===== config.mk =====
export PLATFORM = sky130hd
export DESIGN_NAME = timer_arbiter
export DESIGN_NICKNAME = d
export VERILOG_FILES = /design/src/rtl/timer_arbiter.sv
export SDC_FILE = /design/constraint.sdc
export NUM_CORES = 1
export LEC_CHECK = 0
export CORE_ASPECT_RATIO = 1.5
export CORE_MARGIN = 2
export CORE_UTILIZATION = 30
export CTS_CLUSTER_SIZE = 30
export DETAILED_ROUTE_END_ITERATION = 10
export GPL_TIMING_DRIVEN = 0
export PLACE_DENSITY = 0.62
export SLEW_MARGIN = 0
export SYNTH_ARGS = -nofsm -noshare
export SYNTH_HDL_FRONTEND = slang
export SYNTH_SLANG_ARGS = --single-unit

===== constraint.sdc =====
create_clock -name clk -period 7.85 [get_ports clk]
set_clock_uncertainty 0.2 [all_clocks]
set_input_delay 1.57 -clock clk [delete_from_list [all_inputs] [get_ports clk]]
set_output_delay 1.57 -clock clk [all_outputs]
set_load 0.01 [all_outputs]

===== src/rtl/timer_arbiter.sv =====
// timer_arbiter
//   Round-robin arbiter and sequencer for one shared down-counting interval
//   timer. Requesters raise req[i] and present interval[i*WIDTH +: WIDTH].
//   The winner is granted the timer, its interval is loaded into count, and
//   count decrements once per clock. On reaching zero a one-cycle done pulse
//   reports the owner and the timer is released for the next requester.
//
// Ports
//   clk      : single clock, all state updates on posedge
//   reset    : asynchronous active-low reset
//   req      : per-requester request level (bit i = requester i)
//   interval : packed per-requester intervals, sampled only at grant
//   grant    : one-hot timer owner, zero when idle
//   busy     : high while a grant is asserted
//   count    : remaining ticks of the current interval
//   done     : one-cycle completion pulse
//   done_id  : index of the requester that completed last (holds)
module timer_arbiter #(
  parameter  int NREQ  = 4,
  parameter  int WIDTH = 4,
  localparam int IDW   = $clog2(NREQ)
) (
  input  logic                  clk,
  input  logic                  reset,
  input  logic [NREQ-1:0]       req,
  input  logic [NREQ*WIDTH-1:0] interval,
  output logic [NREQ-1:0]       grant,
  output logic                  busy,
  output logic [WIDTH-1:0]      count,
  output logic                  done,
  output logic [IDW-1:0]        done_id
);

  typedef enum logic [1:0] {
    ST_IDLE = 2'd0,
    ST_RUN  = 2'd1,
    ST_DONE = 2'd2
  } state_t;

  state_t           state_q, state_d;
  logic [IDW-1:0]   ptr_q, ptr_d;
  logic [IDW-1:0]   owner_q, owner_d;
  logic [NREQ-1:0]  grant_q, grant_d;
  logic             busy_q, busy_d;
  logic [WIDTH-1:0] count_q, count_d;
  logic             done_q, done_d;
  logic [IDW-1:0]   done_id_q, done_id_d;

  // Unpack the flat interval bus so the winner can index it directly.
  logic [WIDTH-1:0] ival_arr [NREQ];

  genvar gi;
  generate
    for (gi = 0; gi < NREQ; gi++) begin : g_unpack
      assign ival_arr[gi] = interval[gi*WIDTH +: WIDTH];
    end
  endgenerate

  // Round-robin search: first set request at or above ptr, wrapping.
  logic           found;
  logic [IDW-1:0] winner;
  int             idx;

  always_comb begin
    found  = 1'b0;
    winner = '0;
    idx    = 0;
    for (int k = 0; k < NREQ; k++) begin
      idx = int'(ptr_q) + k;
      if (idx >= NREQ) idx = idx - NREQ;
      if (!found && req[IDW'(idx)]) begin
        found  = 1'b1;
        winner = IDW'(idx);
      end
    end
  end

  // Pointer value that places the current owner last in the rotation.
  logic [IDW-1:0] owner_next;
  assign owner_next = (owner_q == IDW'(NREQ - 1)) ? '0 : owner_q + IDW'(1);

  always_comb begin
    state_d   = state_q;
    ptr_d     = ptr_q;
    owner_d   = owner_q;
    grant_d   = grant_q;
    busy_d    = busy_q;
    count_d   = count_q;
    done_d    = 1'b0;
    done_id_d = done_id_q;

    unique case (state_q)
      ST_IDLE: begin
        if (found) begin
          owner_d         = winner;
          grant_d         = '0;
          grant_d[winner] = 1'b1;
          busy_d          = 1'b1;
          count_d         = ival_arr[winner];
          if (ival_arr[winner] == '0) begin
            // Zero interval completes on the grant edge itself.
            done_d    = 1'b1;
            done_id_d = winner;
            state_d   = ST_DONE;
          end else begin
            state_d = ST_RUN;
          end
        end
      end

      ST_RUN: begin
        if (!req[owner_q]) begin
          // Abort wins over decrement and produces no completion.
          grant_d = '0;
          busy_d  = 1'b0;
          count_d = '0;
          ptr_d   = owner_next;
          state_d = ST_IDLE;
        end else if (count_q > WIDTH'(1)) begin
          count_d = count_q - WIDTH'(1);
        end else begin
          count_d   = '0;
          done_d    = 1'b1;
          done_id_d = owner_q;
          state_d   = ST_DONE;
        end
      end

      ST_DONE: begin
        // Owner's req is ignored here: completion already happened.
        grant_d = '0;
        busy_d  = 1'b0;
        ptr_d   = owner_next;
        state_d = ST_IDLE;
      end

      default: begin
        state_d = ST_IDLE;
        grant_d = '0;
        busy_d  = 1'b0;
        count_d = '0;
      end
    endcase
  end

  always_ff @(posedge clk or negedge reset) begin
    if (!reset) begin
      state_q   <= ST_IDLE;
      ptr_q     <= '0;
      owner_q   <= '0;
      grant_q   <= '0;
      busy_q    <= 1'b0;
      count_q   <= '0;
      done_q    <= 1'b0;
      done_id_q <= '0;
    end else begin
      state_q   <= state_d;
      ptr_q     <= ptr_d;
      owner_q   <= owner_d;
      grant_q   <= grant_d;
      busy_q    <= busy_d;
      count_q   <= count_d;
      done_q    <= done_d;
      done_id_q <= done_id_d;
    end
  end

  assign grant   = grant_q;
  assign busy    = busy_q;
  assign count   = count_q;
  assign done    = done_q;
  assign done_id = done_id_q;

endmodule


Word-level counts from Yosys, hierarchy flattened
Index checks and enable logic that the tools add are counted.
{"block": "totals", "out_inout_bits": 12, "input_bits": 22, "register_bits": 18}
{"block": "classes", "bitwise_logic": 2, "magnitude_cmp": 13, "reduce_logical": 17, "n_mux": 59, "n_eq_ne": 9, "n_addsub": 9}
{"cell": "2-bit two-way mux", "n": 18}
{"cell": "4-bit two-way mux", "n": 7}
{"cell": "1-bit two-way mux", "n": 20}
{"cell": "2-bit by 4-bit less-than comparator with 1-bit output (second input constant)", "n": 4}
{"cell": "3-bit >= comparator (second input constant)", "n": 4}
{"cell": "2-bit case mux with 2 select lines", "n": 3}
{"cell": "4-bit case mux with 3 select lines", "n": 1}
{"cell": "1-bit binary-select mux with 2-bit select", "n": 5}
{"cell": "2-bit != test (second input constant)", "n": 5}
{"cell": "2-bit AND reduction", "n": 5}
{"cell": "4-bit binary-select mux with 2-bit select", "n": 1}
{"cell": "4-bit case mux with 2 select lines", "n": 1}
{"cell": "2-bit by 1-bit subtractor with 2-bit output (second input constant)", "n": 4}
{"cell": "2-bit by 2-bit adder with 3-bit output (second input constant)", "n": 2}
{"cell": "2-bit by 3-bit less-than comparator with 1-bit output (second input constant)", "n": 2}
{"cell": "5-bit AND reduction", "n": 1}
{"cell": "2-bit equality test (second input constant)", "n": 2}
{"cell": "4-bit by 1-bit greater-than comparator with 1-bit output (second input constant)", "n": 1}
{"cell": "1-bit logical AND", "n": 4}
{"cell": "4-bit zero test", "n": 1}
{"cell": "1-bit case mux with 2 select lines", "n": 2}
{"cell": "2-bit nonzero test", "n": 2}
{"cell": "4-bit by 1-bit subtractor with 4-bit output (second input constant)", "n": 1}
{"cell": "2-bit by 1-bit adder with 3-bit output (second input constant)", "n": 1}
{"cell": "other kinds (10)", "n": 12}

Logic depth before layout (Yosys ltp)
{"block": "logic_depth", "depth_word": 23, "ltp_mapped": 8, "depth_no_buf": 8}

Worst setup path before layout
Ideal clock, no wire load.
{"block": "synth_timing", "path_type": "input -> register", "from": "in req[1]", "to": "reg done_id_q[0], in the netlist done_id[0]", "t_arrival_ps": 3316, "path_slack_ps": 4209, "stages": 8, "setup_time_ps": 125, "path_cell_list": "mux2_1 > o221ai_2 > buf_6 > mux2i_1 > mux2i_1 > nor4_2 > a32o_2 > mux2_4"}
{"block": "synth_between", "elab_chain_cells": 20}
{"item": "start: declaration", "line": "25", "source": "input logic [NREQ-1:0] req,"}
{"item": "1-bit binary-select mux with 2-bit select", "line": "71", "source": "if (!found && req[IDW'(idx)]) begin"}
{"item": "1-bit two-way mux (implied by the code) (2 in series)", "line": "71"}
{"item": "1-bit two-way mux", "line": "71"}
{"item": "1-bit zero test", "line": "71"}
{"item": "1-bit logical AND", "line": "71"}
{"item": "1-bit two-way mux", "line": "71"}
{"item": "1-bit zero test", "line": "71"}
{"item": "1-bit logical AND", "line": "71"}
{"item": "(+2 left out)"}
{"item": "1-bit logical AND", "line": "71"}
{"item": "2-bit two-way mux", "line": "71"}
{"item": "2-bit inverter with 3-bit output (implied by the code)", "line": "100", "source": "if (ival_arr[winner] == '0) begin"}
{"item": "4-bit binary-select mux with 2-bit select", "line": "100"}
{"item": "4-bit two-way mux (implied by the code) (2 in series)", "line": "100"}
{"item": "4-bit zero test", "line": "100"}
{"item": "2-bit != test (no line)"}
{"item": "5-bit AND reduction (no line)"}
{"item": "end signal: assignment", "line": "164", "source": "done_id_q <= done_id_d;"}
{"item": "end: declaration", "line": "47", "source": "logic [IDW-1:0] done_id_q, done_id_d;"}
Several ways; a longest one is shown, not always the timed one. The select of a mux whose other input is x is not followed.
A chain may end at the register's enable or synchronous reset.

Worst setup path in the final report
{"block": "layout_timing", "from": "in req[0]", "to": "reg done_id_q[1], in the netlist done_id[1]"}
Same word-level chain as after synthesis.

==> results.toml <==
[outcome]
status = "complete, no violations"

[global_route]
grt.overflow.total = 0
maximum_number_of_pins_on_one_net_before_global_route_repair = 19
first_global_vias = 1005
grt_use_total = 0.1413
wire_length_of_the_first_global_routing_pass_um = 4554
antenna_found_initial = 0

[setup_path]
critical_path_arrival_ns = 4.12
crit_chain = "clkdlybuf4s50_1, or3b_1, o221ai_2, buf_6, mux2i_1, mux2i_1, nor4_2, a32o_2, mux2_4"
max_stage_delay_ns = 0.57
worst_path_most_repeated_cell = "sky130_fd_sc_hd__mux2i_1"
worst_setup_path_start_kind = "input port"
reg2reg_from = "ptr_q[1]"
r2r_end = "done_id[1]"
setup.reg_to_reg.worst_slack_ns = 5.04
critical-path-slowest-cell = "sky130_fd_sc_hd__clkdlybuf4s50_1"
crit_type = "in -> reg"
worstSetupEndpointType = "flop"
timing.critical_path.buf_inv = 2
max_fo_critical_path = 10
reg2regPathDepth = 8
critical_path_required_ns = 7.79
timing.critical_path.max_delay_family = "simple AND/OR/NAND/NOR gates"

[yosys]
synth-warning-count = 0
synth.cell_area_sq_um = 1171
post_synth.cell_area_avg_sq_um = 10.01
synthesis.nets = 142
yosys.cell_count.top_type = "sky130_fd_sc_hd__dfrtp_1"
largest_cells_by_area_after_synthesis = "sky130_fd_sc_hd__dfrtp_1, sky130_fd_sc_hd__mux2i_1, sky130_fd_sc_hd__o21ai_0"
post_synthesis_register_bit_count = 18
ys.flop_type = "sky130_fd_sc_hd__dfrtp_1"
synthDominantCellAreaShare = 0.3846
synth.cells.most_frequent = "sky130_fd_sc_hd__dfrtp_1, sky130_fd_sc_hd__nand2_1, sky130_fd_sc_hd__mux2i_1, sky130_fd_sc_hd__o21ai_0, sky130_fd_sc_hd__inv_1"
post_synth_cell_types = 36
post_synthesis_cell_count = 117
yosys.area.top_type = "sky130_fd_sc_hd__dfrtp_1"
number_of_enable_flip_flop_cells_after_synthesis = 0
synth_sequential_area_ratio = 0.3846
async_flop_share = 1.000

[clocking]
post_cts.resized_instances = 0
cts_setup_buffers = 0
cts-hold-fix-buffers = 0
tritoncts_num_sinks = 18
cts_buffer_depth = 2
cts_inserted_buffers = 3
insertion_delay_ns = 0.25
cts_htree_levels = 1
cts.clk_slew.worst_paths_ns = 0.07
clock-root-buffer = "sky130_fd_sc_hd__clkbuf_8"
clock_tree_from_tritoncts = "done"

[die]
num_io_pins = 34
die_height_um = 80.52
rows = 27
dieWidth_um = 55.02
floorplan.initialDensity = 0.3152
core_region_area_sq_um = 3716
fp.dieArea_sq_um = 4430

[job]
timing.max_cap.violations = 0

[worst_hold_path]
hp-class = "reg -> reg"
hold-path-endpoint = "grant[0]"
worstHoldPathCells = 2
hold_path.startpoint = "grant[0]"

[layout]
antenna_cells = 0
ff_latch_area_sq_um = 450.4
finalNetCount = 180
layout-drive-gt1-share = 0.1104
fill_cells = 401
multi_input_comb_area_sq_um = 638.1
area_delta_synth_final_pct = 37.50

[timing]
worst_hold_slack_ns = 0.2955
achievable-frequency_mhz = 239.1
totalNegativeSetupSlack_ns = 0
timing.slew.headroom = 0.4520
finalCritPeriodShare = 0.5329
final_period_minus_worst_setup_slack_ns = 4.183
final-setup-viol-count = 0
setup_repair_after_global_routing_missed_its_margin = "no"
final_max_slew_viol_count = 0
slew_at_the_pin_closest_to_its_max_slew_limit_ns = 0.8195
final_hold_viol_count = 0

[power]
vdd.ir_drop.worst_v = 0.0001728
p_leak_nw = 0.7269
p_per_area_nw_per_um2 = 374.8
power_total_w = 0.0006035

[detailed_routing]
drt_iter0_drc = 32
wl_per_cell_um = 14.25
drc = 0
drt_wl_total_um = 2807
drt_first_pass_iters = 6
drt.antenna.violating_nets = 0
via_density_per_instance = 5.264
vias = 1037

[place]
post-dp-hpwl_um = 2257
portBuffers = 33
finalWeightedCongestion = 0.8736
==> sequential cells by signal (all words and copies together) (netlist names) <==
signal	flops
state_q	2
busy	1
grant	4
count	4
ptr_q	2
owner_q	2
done_id	2
done	1
==> worst reg2reg max path, cell delays in order (launching register included) <==
cell	delay, ns
sky130_fd_sc_hd__dfrtp_1	0.45
sky130_fd_sc_hd__mux2_1	0.37
sky130_fd_sc_hd__o221ai_2	0.18
sky130_fd_sc_hd__buf_6	0.19
sky130_fd_sc_hd__mux2i_1	0.20
sky130_fd_sc_hd__mux2i_1	0.13
sky130_fd_sc_hd__nor4_2	0.41
sky130_fd_sc_hd__a32o_2	0.25
sky130_fd_sc_hd__mux2_4	0.31
==> layer usage <==
metal  GRT usage  vias up  part of all wire
met1      0.1634      518              0.39
met4     0.05610        0             0.014
li1            -      500                 -
met5           0        -                 0
met2      0.2464       15              0.57
met3     0.02416        4             0.024
==> placed cells by master (no fill, tap or decap), types with 3 or more instances in the layout <==
cell | Yosys | routed
sky130_fd_sc_hd__nand2_1 | 14 | 14
sky130_fd_sc_hd__clkbuf_8 | 1 | 5
sky130_fd_sc_hd__inv_1 | 8 | 8
sky130_fd_sc_hd__clkdlybuf4s50_1 | 0 | 33
sky130_fd_sc_hd__nor2_1 | 7 | 7
sky130_fd_sc_hd__a21oi_1 | 5 | 5
sky130_fd_sc_hd__mux2i_1 | 13 | 13
sky130_fd_sc_hd__o21ai_0 | 13 | 13
sky130_fd_sc_hd__dfrtp_1 | 18 | 18
sky130_fd_sc_hd__nor3_1 | 3 | 3
sky130_fd_sc_hd__ha_1 | 3 | 3
==> power by group <==
group	internal, W	switching [W]
logic	0.000183	0.000169
clock network	0.0000446	0.0000310
registers	0.000137	0.0000391
total	0.000365	0.000239
==> worst max-delay path by stage <==
stage	from	end	slack [ns]	depth (start not counted)
after floorplan	req[1]	done_id[0]	4.21	8
after global placement	req[0]	done_id[1]	3.44	9
after detailed placement	req[0]	done_id[1]	3.40	9
after CTS	req[0]	done_id[1]	3.66	9
after global routing	req[0]	done_id[1]	3.52	9
final	req[0]	done_id[1]	3.67	9
==> logic make-up after synthesis <==
| family | after synthesis | share of synthesized area |
|---|---|---|
| compound gates | 33 | 0.1944 |
| simple gates | 32 | 0.1325 |
| mux | 18 | 0.1784 |
| flops | 18 | 0.3846 |
| buf+inv | 12 | 0.07051 |
| fa+ha+maj | 3 | 0.03205 |
| xor+xnor | 1 | 0.007480 |
==> final cells by class <==
cell class	instances	share of cell area
Multi-Input combinational cell	87	0.3963
Sequential cell	18	0.2797
Timing Repair Buffer	33	0.2051
Clock buffer	4	0.03419
Tap cell	43	0.03341
Buffer	4	0.03263
Inverter	8	0.01865
==> metrics by stage <==
step | utilization | setup WS, ns | instance area [sq um] | cells
final | 0.4333 | 3.667 | 1610 | 197
after detailed placement | 0.4185 | 3.401 | 1555 | 193
after CTS | 0.4333 | 3.663 | 1610 | 197
after floorplan | - | 4.209 | 1171 | 117
after global routing | 0.4333 | 3.516 | 1610 | 197
after global placement | 0.4185 | 3.441 | 1555 | 193
(Power assumes the default switching activity.)
